==> src/rtl/pc_sequencer.sv <==
// Fetch-stage program-counter sequencer with a writable branch-target table.
// Define RELATIVE_BRANCH_EN for PC-relative table entries; otherwise entries are absolute targets.
module pc_sequencer #(
  parameter int D     = 10,
  parameter int AW    = 4,
  parameter int START = 0
) (
  input  logic          clk,
  input  logic          reset,
  input  logic          start,
  input  logic          stall,
  input  logic          branch_en,
  input  logic          taken,
  input  logic [AW-1:0] lut_idx,
  input  logic          halt_req,
  input  logic          cfg_we,
  input  logic [AW-1:0] cfg_addr,
  input  logic [D-1:0]  cfg_data,
  output logic [D-1:0]  pc,
  output logic          pc_valid,
  output logic          busy,
  output logic          done,
  output logic [15:0]   cyc_cnt
);

  localparam int N = 2 ** AW;
  localparam logic [D-1:0] START_PC = D'(START);

  typedef enum logic [1:0] {IDLE, RUN, DONE} state_e;

  state_e       state_q;
  logic [D-1:0] pc_q;
  logic [15:0]  cnt_q;
  logic [D-1:0] tbl_q [N];

  logic [D-1:0] tbl_rd_d;
  logic [D-1:0] target_d;
  logic [D-1:0] pc_next_d;

  function automatic logic [15:0] sat_inc(input logic [15:0] v);
    return (v == 16'hFFFF) ? v : v + 16'd1;
  endfunction

  assign tbl_rd_d = tbl_q[lut_idx];

`ifdef RELATIVE_BRANCH_EN
  // Entry is a two's-complement offset; D-bit addition wraps modulo 2**D.
  logic signed [D-1:0] offset_d;
  assign offset_d = $signed(tbl_rd_d);
  assign target_d = pc_q + $unsigned(offset_d);
`else
  assign target_d = tbl_rd_d;
`endif

  always_comb begin
    pc_next_d = pc_q + {{(D-1){1'b0}}, 1'b1};
    if (branch_en && taken) pc_next_d = target_d;
  end

  always_ff @(posedge clk) begin
    if (reset) begin
      state_q <= IDLE;
      pc_q    <= START_PC;
      cnt_q   <= '0;
      for (int i = 0; i < N; i++) tbl_q[i] <= '0;
    end else begin
      // Table is only writable while the sequencer is not fetching.
      if (cfg_we && state_q != RUN) tbl_q[cfg_addr] <= cfg_data;
      case (state_q)
        IDLE, DONE: begin
          if (start) begin
            state_q <= RUN;
            pc_q    <= START_PC;
            cnt_q   <= '0;
          end
        end
        RUN: begin
          if (!stall) begin
            cnt_q <= sat_inc(cnt_q);
            if (halt_req) state_q <= DONE;
            else          pc_q    <= pc_next_d;
          end
        end
        default: state_q <= IDLE;
      endcase
    end
  end

  assign pc       = pc_q;
  assign cyc_cnt  = cnt_q;
  assign busy     = (state_q == RUN);
  assign done     = (state_q == DONE);
  assign pc_valid = (state_q == RUN) && !stall;

endmodule

==> config.mk <==
export PLATFORM = sky130hd
export DESIGN_NAME = pc_sequencer
export DESIGN_NICKNAME = d
export VERILOG_FILES = /design/src/rtl/pc_sequencer.sv
export SDC_FILE = /design/constraint.sdc
export NUM_CORES = 1
export LEC_CHECK = 0
export ABC_AREA = 1
export BUFFER_PORTS_ARGS = -buffer_cell sky130_fd_sc_hd__buf_2
export CORE_MARGIN = 2
export CORE_UTILIZATION = 60
export DETAILED_ROUTE_END_ITERATION = 10
export PLACE_DENSITY = 0.83
export SYNTH_ARGS = -nofsm -noshare
export SYNTH_HDL_FRONTEND = slang
export SYNTH_SLANG_ARGS = --single-unit
==> constraint.sdc <==
create_clock -name clk -period 2.4 [get_ports clk]
set_input_delay 0.12 -clock clk [delete_from_list [all_inputs] [get_ports clk]]
set_output_delay 0.12 -clock clk [all_outputs]
set_load 0.005 [all_outputs]
# After elaboration in Yosys (flattened, before gate mapping)
# Memories as Yosys holds them, arrays and structs flattened.
# Index checks and enable logic that the tools add are counted.
word_totals:
  ramBits: 160
  reg_bits: 28
  inputBits: 26
  memories: 1
  word_cells: 47
memory_table:
  columns: ["name", "words", "word_bits", "rd", "rd_ports_with_merged_regs", "write_ports", "line", "source"]
  rows:
  - ["tbl_q", 16, 10, 1, 0, 16, "34", "logic [D-1:0] tbl_q [N];"]
op_classes:
  reduce_logical: 11
  n_eq_ne: 9
  mux: 21
  add_sub_neg: 2
op_table:
  columns: ["op", "n"]
  rows:
  - ["$mux 10", 5]
  - ["$mux 16", 3]
  - ["$pmux 16 s2", 1]
  - ["$pmux 10 s2", 1]
  - ["$add 16x1->16 const B", 1]
  - ["$eq 16x16->1 const B", 1]
  - ["$add 10x1->10 const B", 1]
  - ["$ne 2x2->1 const B", 5]
  - ["$reduce_or 10->1", 1]
  - ["$reduce_and 4->1", 2]
  - ["$mux 1", 6]
  - ["$mux 2", 3]
  - ["$mux 4", 1]
  - ["$pmux 2 s2", 1]
  - ["$logic_and 1x1->1", 3]
  - ["$reduce_and 3->1", 1]
  - ["$eq 2x1->1 const B", 1]
  - ["$eq 2x2->1 const B", 1]
  - ["$logic_not 2->1", 1]
  - ["$ne 2x1->1 const B", 1]
  - ["$reduce_bool 2->1", 1]
  - ["$reduce_or 2->1", 1]
  - ["$logic_not 1->1", 1]

# Longest topological paths before layout
depth:
  ltp_word: 7
  mapped_depth: 12

# Worst setup path before layout
# No wires, ideal clock.
synth_path:
  path_kind: "register to register"
  start: "register state_q[1]"
  end: "memory tbl_q[0][0] (enable)"
  slack_ps: 613
  n_path_buf: 1
  arrival_time_ps: 1448
  stages_incl_launch_ff: 8
  period_less_slack_ps: 1787
  required_ps: 2060
  cell_sequence: "dfxtp_1 > nor2_4 > inv_4 > nand3_1 > nor3_1 > nand2_1 > buf_2 > nand2_1"
synth_lines:
  columns: ["element", "line", "source"]
  rows:
  - ["start, declared", "31", "state_e state_q;"]
  - ["start signal, assigned", "62", "state_q <= IDLE;"]
  - ["start signal, assigned", "72", "state_q <= RUN;"]
  - ["start signal, assigned", "80", "if (halt_req) state_q <= DONE;"]
  - ["end, declared", "34", null]

==> flow_summary.toml <==
[sta]
finalHoldWorstSlack_ns = 0.0878
fmax_mhz = 423
final_max_slew_viols = 0
finClkSkew_ns = 0.0115
setup_tns_ns = 0
maxSlewHeadroom_pct = 45.9
tightestPinTransition_ns = 0.811
setup_violations = 0
finalHoldViolCount = 0
rsz0062_at_grt = "true"
final.min_clock_period_ns = 2.36
period_share_pct = 98.5

[power_and_ir_drop]
total_leakage_power_nw = 4.06
cellInternalPower_mw = 5.72
swShare_pct = 22.6
power.switching_mw = 1.67
power.sequential.fraction_pct = 50.0
irDropWorstVdd_v = 0.000598
power.density_nw_per_um2 = 738
fraction_of_power_consumed_by_the_clock_network_pct = 41.5
power.share.combinational_pct = 8.4
total_power_mw = 7.39

[setup_path]
reg2reg_from = "state_q[1]"
worst-endpoint-required_ns = 2.47
worst-r2r-setup-slack_ns = 0.04
worst-path-max-fanout = 10
crit_path_end_kind = "flip-flop"
rr_endpoint = "tbl_q[12][7]"
arrival_time_of_data_at_the_critical_path_endpoint_ns = 2.44
critPathKind = "flip-flop to flip-flop"
rr_worst_depth = 6
startpoint_type = "flip-flop"

[global_routing]
antenna_found_initial = 0
grt_first_pass_wirelength_um = 34800
global_route.overflow_total = 0
pin_count_of_the_biggest_net_entering_global_routing = 35
grt_use_total_pct = 28.5
first_global_vias = 6672

[place]
place.detailed.instances = 1199
buffer_ports.inserted = 54
post_dp_cell_area_um2 = 9340
dp_hpwl_um = 14400
routabilityCongestion = 0.902

[final_layout]
antennaDiodeCount = 0
nFillCells = 1101
design.final.nets = 1064
drive_gt1_share_pct = 12.1
layout_cells_excl_fill = 1233
flow.area_growth_from_synthesis_pct = 12.2
final_design_area_no_fill_um2 = 10000

[clocking]
clk_pin_slew_worst_paths_ns = 0.06
post_cts.repair.setup_buffers = 0
clock_sinks = 188
clock_latency_ns = 0.43
htreeDepth = 4
cts_tree = "built"
cts_max_path_bufs = 2
cts.root.buffer_cell = "clkbuf_16"
cts_inserted_buffers = 17

[yosys]
post_synth_instance_area_um2 = 8920
synth_ff_type = "edfxtp_1"
post_synth.cell_area_avg_um2 = 8.96
synth.distinct_cells = 35
syn-instance-count = 996
asyncSetResetFlopFracSynth_pct = 0
post_synth_net_total = 1024
synth-seq-cells = 188
synth_enable_flop_cells = 160
yosysWarnings = 0
synth_sequential_area_ratio_pct = 60.1

[route]
totalWireLength_um = 22200
post_drt_wl_per_cell_um = 18.0
vias = 7183
vias_per_cell = 5.83
remaining_drc_errors = 0
drt_first_iter_violations = 1084
final_antenna_net_count = 0
dr.pass1.iters = 6

[die]
die_area_um2 = 15900
die_h_um = 126
placement_rows = 44
die_w_um = 126
ios = 55
core_area_um2 = 14500
initial_utilization_pct = 61.4

[min_path]
min-delay-path-class = "input pin to flip-flop"
holdPathStages = 4
hold_path_end = "state_q[1]"
worstHoldStart = "start"

[status]
run_status = "completed"

[run]
max-cap-violations = 0
==> timing repair <==
item / in CTS / in global routing
gates resized for setup: 0 / 2
setup endpoints to repair: 0 / 70
hold buffers: 2 / 0
endpoints found under the hold margin: 2 / 0
==> through the flow <==
stage	utilization [%]	setup WS, ns
2_1_floorplan	-	0.613
3_3_place_gp	64.3	0.213
3_5_place_dp	64.3	0.167
4_1_cts	68.8	0.135
5_1_grt	68.9	-0.0864
6_report	68.9	0.0361
==> synthesized netlist by cell type (2+ instances only) <==
cell type,instances,area [um2]
nor2_1,289,1080
edfxtp_1,160,4800
nand2_1,137,514
nand3_1,87,435
o21ai_0,74,370
inv_1,62,233
a21oi_1,31,155
buf_2,31,155
clkbuf_1,28,105
dfxtp_1,28,561
o211ai_1,12,90.1
nor3_1,10,50.1
inv_2,6,22.5
nand4_1,6,37.5
xor2_1,6,52.6
xnor2_1,4,35.0
buf_1,2,7.51
buf_6,2,22.5
ha_1,2,25.0
nand3b_1,2,15.0
nor2_4,2,22.5
o21ai_1,2,10.0
==> worst max path at each step <==
| stage | from | to | slack (ns) |
|---|---|---|---|
| 3_5_place_dp | state_q[1] | tbl_q[10][0] | 0.17 |
| 6_report | state_q[1] | tbl_q[12][7] | 0.04 |
| 3_3_place_gp | state_q[1] | tbl_q[10][7] | 0.21 |
| 2_1_floorplan | state_q[1] | tbl_q[0][0] | 0.61 |
| 5_1_grt | state_q[1] | tbl_q[12][9] | -0.09 |
| 4_1_cts | state_q[1] | tbl_q[10][0] | 0.13 |
==> kinds of logic (layout without fill, tap and decap cells) <==
kind of cell	after synthesis	in the layout	synth area share (%)
flip-flops	188	188	60.1
adder cells (fa/ha/maj)	2	2	0.280
buffers and inverters	134	187	6.31
AO/OA/AOI/OAI	121	121	7.20
XOR/XNOR	10	10	0.982
AND/OR/NAND/NOR	541	541	25.1
==> layout by cell type (no fill, tap or decap), drive strengths merged, types with 4 or more instances in the layout <==
cell	count
o21ai	76
nor2	291
nor3	11
nand3	89
o211ai	12
xor2	6
xnor2	4
a21oi	32
buf	83
inv	69
dfxtp	28
edfxtp	160
bufinv	5
nand4	6
clkbuf	25
nand2	138
==> state kept, by name, summed over array words and instances (netlist names) <==
register	flops
cyc_cnt	16
pc	10
state_q	2
tbl_q	160
==> power groups by stage <==
stage          clock network [mW]  registers, mW  logic, mW
2_1_floorplan                   0           3.75      0.409
6_report                     3.07           3.70      0.622
5_1_grt                      3.20           3.71      0.679
3_3_place_gp                    0           3.76      0.590
4_1_cts                      3.07           3.70      0.607
3_5_place_dp                    0           3.77      0.599
==> cell type report <==
type,instances,area [um2],area share (%)
Tap cell,184,230,2.30
Sequential cell,188,5370,53.6
Timing Repair Buffer,85,508,5.07
Clock buffer,25,475,4.75
Inverter,70,265,2.65
Multi-Input combinational cell,674,3000,30.0
Clock inverter,7,165,1.65
==> layer usage <==
metal	global-route usage (%)	up-vias	wire [um]	share of wire, %
li1	-	3373	-	-
met3	7.09	40	2310	10
met4	12.0	0	566	2.6
met2	44.7	391	10500	47
met5	0	-	0	0
met1	38.4	3379	8790	40
==> worst max-delay path: stages (launching register included) <==
cell	delay (ns)
dfxtp_1	0.41
nor2_4	0.09
inv_4	0.09
nand3_1	0.21
nor3_1	0.61
nand2_1	0.18
nand2_1	0.41
No activity file was read; power rests on OpenSTA's default activity.
